**src/rtl/ccm_pkg.sv**
```systemverilog
// ccm_pkg: register map, identity reset pattern and sign-magnitude helper for the colour-correction matrix.
package ccm_pkg;
    localparam logic [3:0] CCM_M00  = 4'd0;
    localparam logic [3:0] CCM_M01  = 4'd1;
    localparam logic [3:0] CCM_M02  = 4'd2;
    localparam logic [3:0] CCM_M10  = 4'd3;
    localparam logic [3:0] CCM_M11  = 4'd4;
    localparam logic [3:0] CCM_M12  = 4'd5;
    localparam logic [3:0] CCM_M20  = 4'd6;
    localparam logic [3:0] CCM_M21  = 4'd7;
    localparam logic [3:0] CCM_M22  = 4'd8;
    localparam logic [3:0] CCM_OFFR = 4'd9;
    localparam logic [3:0] CCM_OFFG = 4'd10;
    localparam logic [3:0] CCM_OFFB = 4'd11;

    // Coefficient indices that reset to 1.0; all others and the offsets reset to 0.
    localparam logic [8:0] CCM_IDENT_DIAG = 9'b100_010_001;

    // A zero magnitude negates to zero, so a signed zero needs no special case.
    function automatic logic [63:0] ccm_sm2tc(input logic sgn, input logic [63:0] mag);
        return sgn ? -mag : mag;
    endfunction
endpackage

```
**src/rtl/ccm_row_mac.sv**
```systemverilog
// ccm_row_mac: one output channel of the colour matrix -- multiply, sign, sum, round, offset, clamp.
module ccm_row_mac
    import ccm_pkg::*;
#(
    parameter int DSIZE = 8,
    parameter int MSIZE = 9,
    parameter int FSIZE = 6
) (
    input  logic                        clock,
    input  logic                        rst,
    input  logic                        en,
    input  logic [2:0][DSIZE-1:0]       x_i,
    input  logic [2:0][MSIZE-1:0]       m_i,
    input  logic [DSIZE:0]              off_i,
    output logic [DSIZE-1:0]            y_o,
    output logic                        sat_o
);
    localparam int PW = DSIZE + MSIZE - 1;
    localparam int TW = PW + 1;
    localparam int SW = TW + 2;
    localparam int ZW = SW + 1;
    localparam logic signed [ZW-1:0] HALF = ZW'(1 << (FSIZE - 1));
    localparam logic signed [ZW-1:0] MAXV = ZW'((1 << DSIZE) - 1);

    logic [2:0][PW-1:0]     p_q;
    logic [2:0]             s_q;
    logic [2:0][TW-1:0]     t_q, t_d;
    logic signed [SW-1:0]   sum_q, sum_d;
    logic [DSIZE:0]         off1_q, off2_q, off3_q;
    logic signed [ZW-1:0]   r_d, y_d, z_d;
    logic [DSIZE-1:0]       q_d;
    logic                   sat_d;

    always_comb begin
        for (int c = 0; c < 3; c++) t_d[c] = TW'(ccm_sm2tc(s_q[c], 64'(p_q[c])));
        sum_d = SW'($signed(t_q[0])) + SW'($signed(t_q[1])) + SW'($signed(t_q[2]));
        r_d   = ZW'(sum_q) + HALF;
        y_d   = r_d >>> FSIZE;
        z_d   = y_d + ZW'($signed(off3_q));
        sat_d = z_d[ZW-1] || (z_d > MAXV);
        q_d   = z_d[ZW-1] ? '0 : (z_d > MAXV) ? '1 : z_d[DSIZE-1:0];
    end

    always_ff @(posedge clock) begin
        if (en) begin
            for (int c = 0; c < 3; c++) begin
                p_q[c] <= PW'(m_i[c][MSIZE-2:0]) * PW'(x_i[c]);
                s_q[c] <= m_i[c][MSIZE-1];
            end
            t_q    <= t_d;
            sum_q  <= sum_d;
            off1_q <= off_i;
            off2_q <= off1_q;
            off3_q <= off2_q;
        end
    end

    always_ff @(posedge clock) begin
        if (rst) begin
            y_o   <= '0;
            sat_o <= 1'b0;
        end else if (en) begin
            y_o   <= q_d;
            sat_o <= sat_d;
        end
    end
endmodule

```
**src/rtl/ccm_matrix_pipe.sv**
```systemverilog
// ccm_matrix_pipe: streaming 3x3 colour-correction matrix with offsets, shadow/active config and
// valid/ready flow control; the whole pipeline stalls together when the output is blocked.
module ccm_matrix_pipe
    import ccm_pkg::*;
#(
    parameter int DSIZE = 8,
    parameter int MSIZE = 9,
    parameter int FSIZE = 6,
    parameter int CFGW  = 16
) (
    input  logic             clock,
    input  logic             rst,
    input  logic             i_valid,
    output logic             i_ready,
    input  logic [DSIZE-1:0] iR,
    input  logic [DSIZE-1:0] iG,
    input  logic [DSIZE-1:0] iB,
    output logic             o_valid,
    input  logic             o_ready,
    output logic [DSIZE-1:0] Ro,
    output logic [DSIZE-1:0] Go,
    output logic [DSIZE-1:0] Bo,
    output logic [2:0]       o_sat,
    input  logic             cfg_we,
    input  logic [3:0]       cfg_addr,
    input  logic [CFGW-1:0]  cfg_data,
    input  logic             cfg_commit
);
    localparam logic [MSIZE-1:0] ONE = MSIZE'(1 << FSIZE);

    logic [8:0][MSIZE-1:0]  msh_q, mact_q;
    logic [2:0][DSIZE:0]    osh_q, oact_q;
    logic [3:0]             v_q;
    logic                   en;
    logic [1:0]             oidx;
    logic [2:0][DSIZE-1:0]  x, y;
    logic [2:0]             sat;
    logic                   cfg_unused;

    assign en         = ~v_q[3] | o_ready;
    assign i_ready    = en;
    assign o_valid    = v_q[3];
    assign oidx       = cfg_addr[1:0] - 2'd1;
    assign x          = {iB, iG, iR};
    assign {Bo, Go, Ro} = y;
    assign o_sat      = sat;
    assign cfg_unused = ^cfg_data;

    // Commit copies the shadow as it was before any same-cycle write lands.
    always_ff @(posedge clock) begin
        if (rst) begin
            for (int i = 0; i < 9; i++) begin
                msh_q[i]  <= CCM_IDENT_DIAG[i] ? ONE : '0;
                mact_q[i] <= CCM_IDENT_DIAG[i] ? ONE : '0;
            end
            osh_q  <= '0;
            oact_q <= '0;
            v_q    <= '0;
        end else begin
            if (cfg_commit) begin
                mact_q <= msh_q;
                oact_q <= osh_q;
            end
            if (cfg_we && cfg_addr <= CCM_M22) msh_q[cfg_addr] <= cfg_data[MSIZE-1:0];
            else if (cfg_we && cfg_addr >= CCM_OFFR && cfg_addr <= CCM_OFFB) osh_q[oidx] <= cfg_data[DSIZE:0];
            if (en) v_q <= {v_q[2:0], i_valid};
        end
    end

    for (genvar r = 0; r < 3; r++) begin : g_row
        ccm_row_mac #(
            .DSIZE(DSIZE),
            .MSIZE(MSIZE),
            .FSIZE(FSIZE)
        ) u_mac (
            .clock(clock),
            .rst  (rst),
            .en   (en),
            .x_i  (x),
            .m_i  (mact_q[3*r +: 3]),
            .off_i(oact_q[r]),
            .y_o  (y[r]),
            .sat_o(sat[r])
        );
    end
endmodule

```
**config.mk**
```make
export PLATFORM = sky130hd
export DESIGN_NAME = ccm_matrix_pipe
export DESIGN_NICKNAME = d
export VERILOG_FILES = /design/src/rtl/ccm_pkg.sv /design/src/rtl/ccm_row_mac.sv /design/src/rtl/ccm_matrix_pipe.sv
export SDC_FILE = /design/constraint.sdc
export NUM_CORES = 2
export LEC_CHECK = 0
export ABC_AREA = 1
export CAP_MARGIN = 20
export CORE_MARGIN = 1.5
export CORE_UTILIZATION = 50
export CTS_CLUSTER_DIAMETER = 50
export DETAILED_ROUTE_END_ITERATION = 7
export PLACE_DENSITY = 0.69
export SYNTH_ARGS = -nofsm -noshare
export SYNTH_HDL_FRONTEND = slang
export SYNTH_SLANG_ARGS = --single-unit
```
**constraint.sdc**
```tcl
create_clock -name clock -period 30.2 [get_ports clock]
set_clock_uncertainty 0.1 [all_clocks]
set_input_delay 7.55 -clock clock [delete_from_list [all_inputs] [get_ports clock]]
set_output_delay 7.55 -clock clock [all_outputs]
set_load 0.01 [all_outputs]
```
Word-level counts from Yosys, hierarchy flattened --
Index checks and enable logic that the tools add are counted.
Operators by class: magnitude comparators 10, multiplexer cells 21, reduce and logical (&&, ||, !) cells 9, divide/modulo/power cells 0, eq/ne operators 0, $mul 9, shift operators 0, add/sub/neg operators 22, bitwise operators 3
Operators by type and width (count):
- negator 16 -> 17 bit | 9
- multiplier 8 x 8 -> 16 bit | 9
- 2-to-1 mux 16 bit | 9
- bitwise mux 81 bit | 1
- adder 19 x 7 -> 20 bit (second input constant) | 3
- > comparator 20 x 9 -> 1 bit (second input constant) | 3
- adder 18 x 17 -> 19 bit | 3
- adder 17 x 17 -> 18 bit | 3
- 2-to-1 mux 8 bit | 6
- adder 14 x 9 -> 15 bit | 3
- demux 9 bit (select 4 bit) | 1
- bitwise mux 27 bit | 1
- demux 9 bit (select 2 bit) | 1
- 2-to-1 mux 9 bit | 2
- <= comparator 4 bit (second input constant) | 2
- logical AND 1 bit | 5
- < comparator 4 x 5 -> 1 bit (second input constant) | 1
- >= comparator 4 x 1 -> 1 bit (second input constant) | 1
- >= comparator 4 bit (second input constant) | 1
- logical OR 1 bit | 3
- < comparator 2 x 3 -> 1 bit (second input constant) | 1
- >= comparator 2 x 1 -> 1 bit (second input constant) | 1
- NOT 1 bit | 2
- AND reduction 2 bit | 1
- other kinds (2) | 2
Storage, ports and cells: bits in registers 691, logic and storage cells 147, memories 0, input bits 50, memory bits (writable) 0, latch bits 0, ROM bits 0, output and inout port bits 29

Depth between registers and ports, before layout --
word-level depth 6, depth in mapped cells 23, gate-level depth less buffers 22

Cells and area by module --
A second synthesis with hierarchy kept.
Second synthesis, totals: cells, all modules 5978, area total of the unflattened synthesis 51106.5 µm²
Modules (own cells, without submodules):
- ccm_row_mac at g_row[0].u_mac | sequential area each 4474.3 µm², cells each 1666, times used 1, area each 14502.7 µm²
- ccm_row_mac at g_row[2].u_mac | sequential area each 4474.3 µm², cells each 1651, times used 1, area each 14457.6 µm²
- ccm_row_mac at g_row[1].u_mac | sequential area each 4474.3 µm², cells each 1659, times used 1, area each 14402.6 µm²
- ccm_matrix_pipe | sequential area each 4404.2 µm², cells each 1002, times used 1, area each 7743.7 µm²

Worst setup path after synthesis --
Ideal clock, no wire load.
path type input to output, start in o_ready, end out i_ready, buffers on the path 0, stages on the path 2, data required time 22550 ps, data arrival time 12282 ps, path slack 10268 ps, path through nor2_1 > inv_2
Between the ends: word-level cells in the longest chain between the ends 1
Ends and longest elaborated chain:
- start: declaration | RTL line ccm_matrix_pipe.sv:19 | input logic o_ready,
- bitwise OR 1 bit | RTL line ccm_matrix_pipe.sv:40 | assign en = ~v_q[3] | o_ready;
- end: declaration | RTL line ccm_matrix_pipe.sv:14 | output logic i_ready,
Every way passes these cells.

Worst setup path after layout --
Same ends and word-level chain as after synthesis.

==> key figures <==
Finish
  • Area grow syn2layout: 9.24%
  • Commonest non-fill, non-tap cell in the layout: nand2_1
  • Sequential Area: 17,800 µm²
  • Finished Cell Area: 54,500 µm²
  • Final net count: between 6,000 and 7,000
  • Layout cells sized above 1: under 10%
  • Finished Layout Cells: 7,021
  • Commonest non-fill, non-tap cells in the layout: nand2_1, inv_1, nor2_1
  • Multi-input gate area: 27,200 µm²
  • FILL cells: 8,705
  • Antenna fix cells: 0
  • Final core occ: 55.2%

Setup path
  • Crit Path Class: in -> out
  • Critical-path cell list: clkdlybuf4s50_1 -> nor2_2 -> buf_4 -> inv_8 -> clkdlybuf4s50_1
  • Slowest cell delay on critical path: 750 ps
  • R2r endpoint: g_row[2].u_mac.p_q[14]
  • Critical path's most frequent cell: clkdlybuf4s50_1
  • R2R Setup Slk: 25,380 ps
  • CP endpoint kind: primary output
  • Required @ worst endpoint: 22,550 ps
  • Critical-path top delay cell: clkdlybuf4s50_1
  • Worst r2r src: mact_q[54]
  • Crit start category: input port
  • Peak fanout along the critical path: a little under 90
  • Worst Path Arrival: 9640 ps
  • R2R cell count: 17

Timing
  • Final worst slack: 12,910 ps
  • Worst slew pin tran: 1180 ps
  • Final hold slack: 310 ps
  • Fin crit period: ~17,000 ps
  • RSZ-0062 raised after global routing: false
  • Relative slew slack: 20.9%
  • Final Hold Fails: 0
  • Fin crit share: 57.3%
  • Slew Limit Fails: 0
  • Setup_tns: 0 ps
  • FMAX: roughly 58 MHz
  • Final setup fails: 0

Power and ir drop
  • Leak: about 28 nW
  • Power Total: 3.98 mW
  • VDD IR-drop max: 0.0559 mV
  • Cell Pwr Density: 73.2 nW/µm²

Placement
  • DP Area: 51,800 µm²
  • Placed cell count: 6,873
  • Placer congestion estimate: around 0.86
  • DP Wirelength: 80.7 mm
  • Number of I/O port buffers: 71
  • Pre-CTS WS: 12,870 ps

Route
  • WL/cell: 15.5 µm
  • Drt pass-1 iters: 6
  • Vias per cell: 5.13
  • Post-Route WL: 109 mm
  • Via count: 36,000
  • ANT nets after route: 0
  • DRC viols: 0
  • Initial DRC count: roughly 2,200

Clock tree
  • CTS buffer count: 80
  • Setup Buffers After CTS: 0
  • Later-pin clock latency in the skew report: ~630 ps
  • # hold bufs at CTS: 0
  • Root Driver: clkbuf_16
  • H-Tree Depth: 3
  • Worst-path clk slew: 60 ps
  • CTS tree: done
  • PostCTS Resize Cnt: 0
  • Longest Clk Path Bufs: 3
  • Clock sinks: roughly 680

Floorplan
  • Starting density of the core: 50.6%
  • Core area: roughly 100,000 µm²
  • Die Y: 319 µm
  • FP Rows: 115
  • Die ar.: a little over 100,000 µm²
  • IO Pins: a little under 80
  • Width of the die: 319 µm

Global route
  • Total Routing Usage GR: 21.9%
  • Largest net degree at the start of global routing: 132
  • Vias in the first global route: 35,600
  • Gr ovfl total: 0
  • First-pass GRT wire length: roughly 180 mm
  • Initial antenna violation count: 3

Logic synthesis
  • Yosys cell types: 57
  • Synth top area share: 25.8%
  • Cell count after synthesis: 5,665
  • Mean post-synth cell area: 8.80 µm²
  • Mapped cell area: 49,800 µm²
  • #FFs+latches synth: between 600 and 700
  • Synth Flop Type: edfxtp_1
  • FFs w/ async S/R, synth: 0%
  • Syn_nets: 6,519
  • Post-synthesis sequential area ratio: 35.8%
  • Synth area leader: edfxtp_1
  • Synth area leaders: edfxtp_1, fa_1, ha_1
  • Yosys warns: 0
  • Number of flops mapped to enable cells by yosys: 429

Hold path
  • Worst hold start: mact_q[35]
  • Worst min path class: reg -> reg
  • Hold path depth: 0
  • Hold endpoint: g_row[1].u_mac.s_q[0]

Run status
  • Status: finished, final reports clean

Job
  • Maxcap violations: 0
## registers in the layout (all words and copies together) (netlist names)
name,flops
g_row.u_mac.t_q,153
g_row.u_mac.p_q,144
mact_q,81
msh_q,81
g_row.u_mac.sum_q,42
g_row.u_mac.off1_q,27
g_row.u_mac.off2_q,27
g_row.u_mac.off3_q,27
oact_q,27
osh_q,27
g_row.u_mac.y_o,24
g_row.u_mac.s_q,9
v_q,4
g_row.u_mac.sat_o,3
## routing by layer
| metal | vias up | GRT usage, % | share of wire, % |
|---|---|---|---|
| met5 | - | 0 | 0.020 |
| met4 | 4 | 6.06 | 2.4 |
| met1 | 17200 | 30.1 | 46 |
| li1 | 17800 | - | - |
| met2 | 847 | 35.2 | 45 |
| met3 | 152 | 4.18 | 6.8 |
## power by group
part           switching, mW  internal, mW
clock network          0.395         0.558
registers              0.147          1.25
logic                   1.00         0.628
## cell usage after synthesis, types with 3 or more instances
| cell | instances |
|---|---|
| nand2_1 | 1076 |
| buf_2 | 4 |
| nand3_1 | 132 |
| o21bai_1 | 10 |
| nor2_2 | 7 |
| nor3_1 | 44 |
| nor2_1 | 579 |
| o221ai_1 | 9 |
| o21ai_0 | 301 |
| xnor2_1 | 102 |
| xor2_1 | 220 |
| buf_1 | 14 |
| o2111ai_1 | 9 |
| a31oi_1 | 26 |
| a21oi_1 | 208 |
| a21o_1 | 3 |
| dfxtp_1 | 247 |
| o21ai_1 | 8 |
| nand2_4 | 4 |
| nor3_2 | 9 |
| buf_4 | 3 |
| a21oi_2 | 18 |
| or2_2 | 6 |
| o31ai_1 | 17 |
| o21ai_4 | 3 |
| fa_1 | 375 |
| nand4_1 | 36 |
| inv_1 | 1062 |
| clkinv_1 | 12 |
| a211oi_1 | 3 |
| ha_1 | 429 |
| inv_2 | 9 |
| and3_1 | 3 |
| nand3_2 | 10 |
| o21a_1 | 5 |
| clkbuf_1 | 175 |
| edfxtp_1 | 429 |
| nand2_2 | 17 |
| nor4_1 | 16 |
## worst max-delay path by stage
stage                        from  endpoint  slack [ps]
final                     o_ready   i_ready       12910
after detailed placement  o_ready   i_ready       12870
after CTS                 o_ready   i_ready       12870
after global placement    o_ready   i_ready       12870
after global routing      o_ready   i_ready       12810
after floorplan           o_ready   i_ready       10270
## cell type report
type	instances	area share (%)
sequential	676	32.7
clock buffer	98	3.95
inverter	1085	7.51
timing repair buffer	118	2.02
clock inverter	49	0.885
multi-input combinational	3708	49.9
tap	1287	2.96
## cell families (layout without fill, tap and decap cells)
| group | after synthesis | count (layout) | synth area share [%] |
|---|---|---|---|
| flops | 676 | 676 | 35.8 |
| compound gates | 636 | 636 | 7.15 |
| simple gates | 1946 | 1946 | 15.9 |
| buf+inv | 1281 | 1350 | 9.68 |
| fa+ha+maj | 804 | 804 | 25.8 |
| xor+xnor | 322 | 322 | 5.66 |
## critical path, delay by kind of cell
kind | cells | cell delay, ps
simple gates | 1 | 40
buf+inv | 4 | 1920
Power figures use the tool's default switching activity.
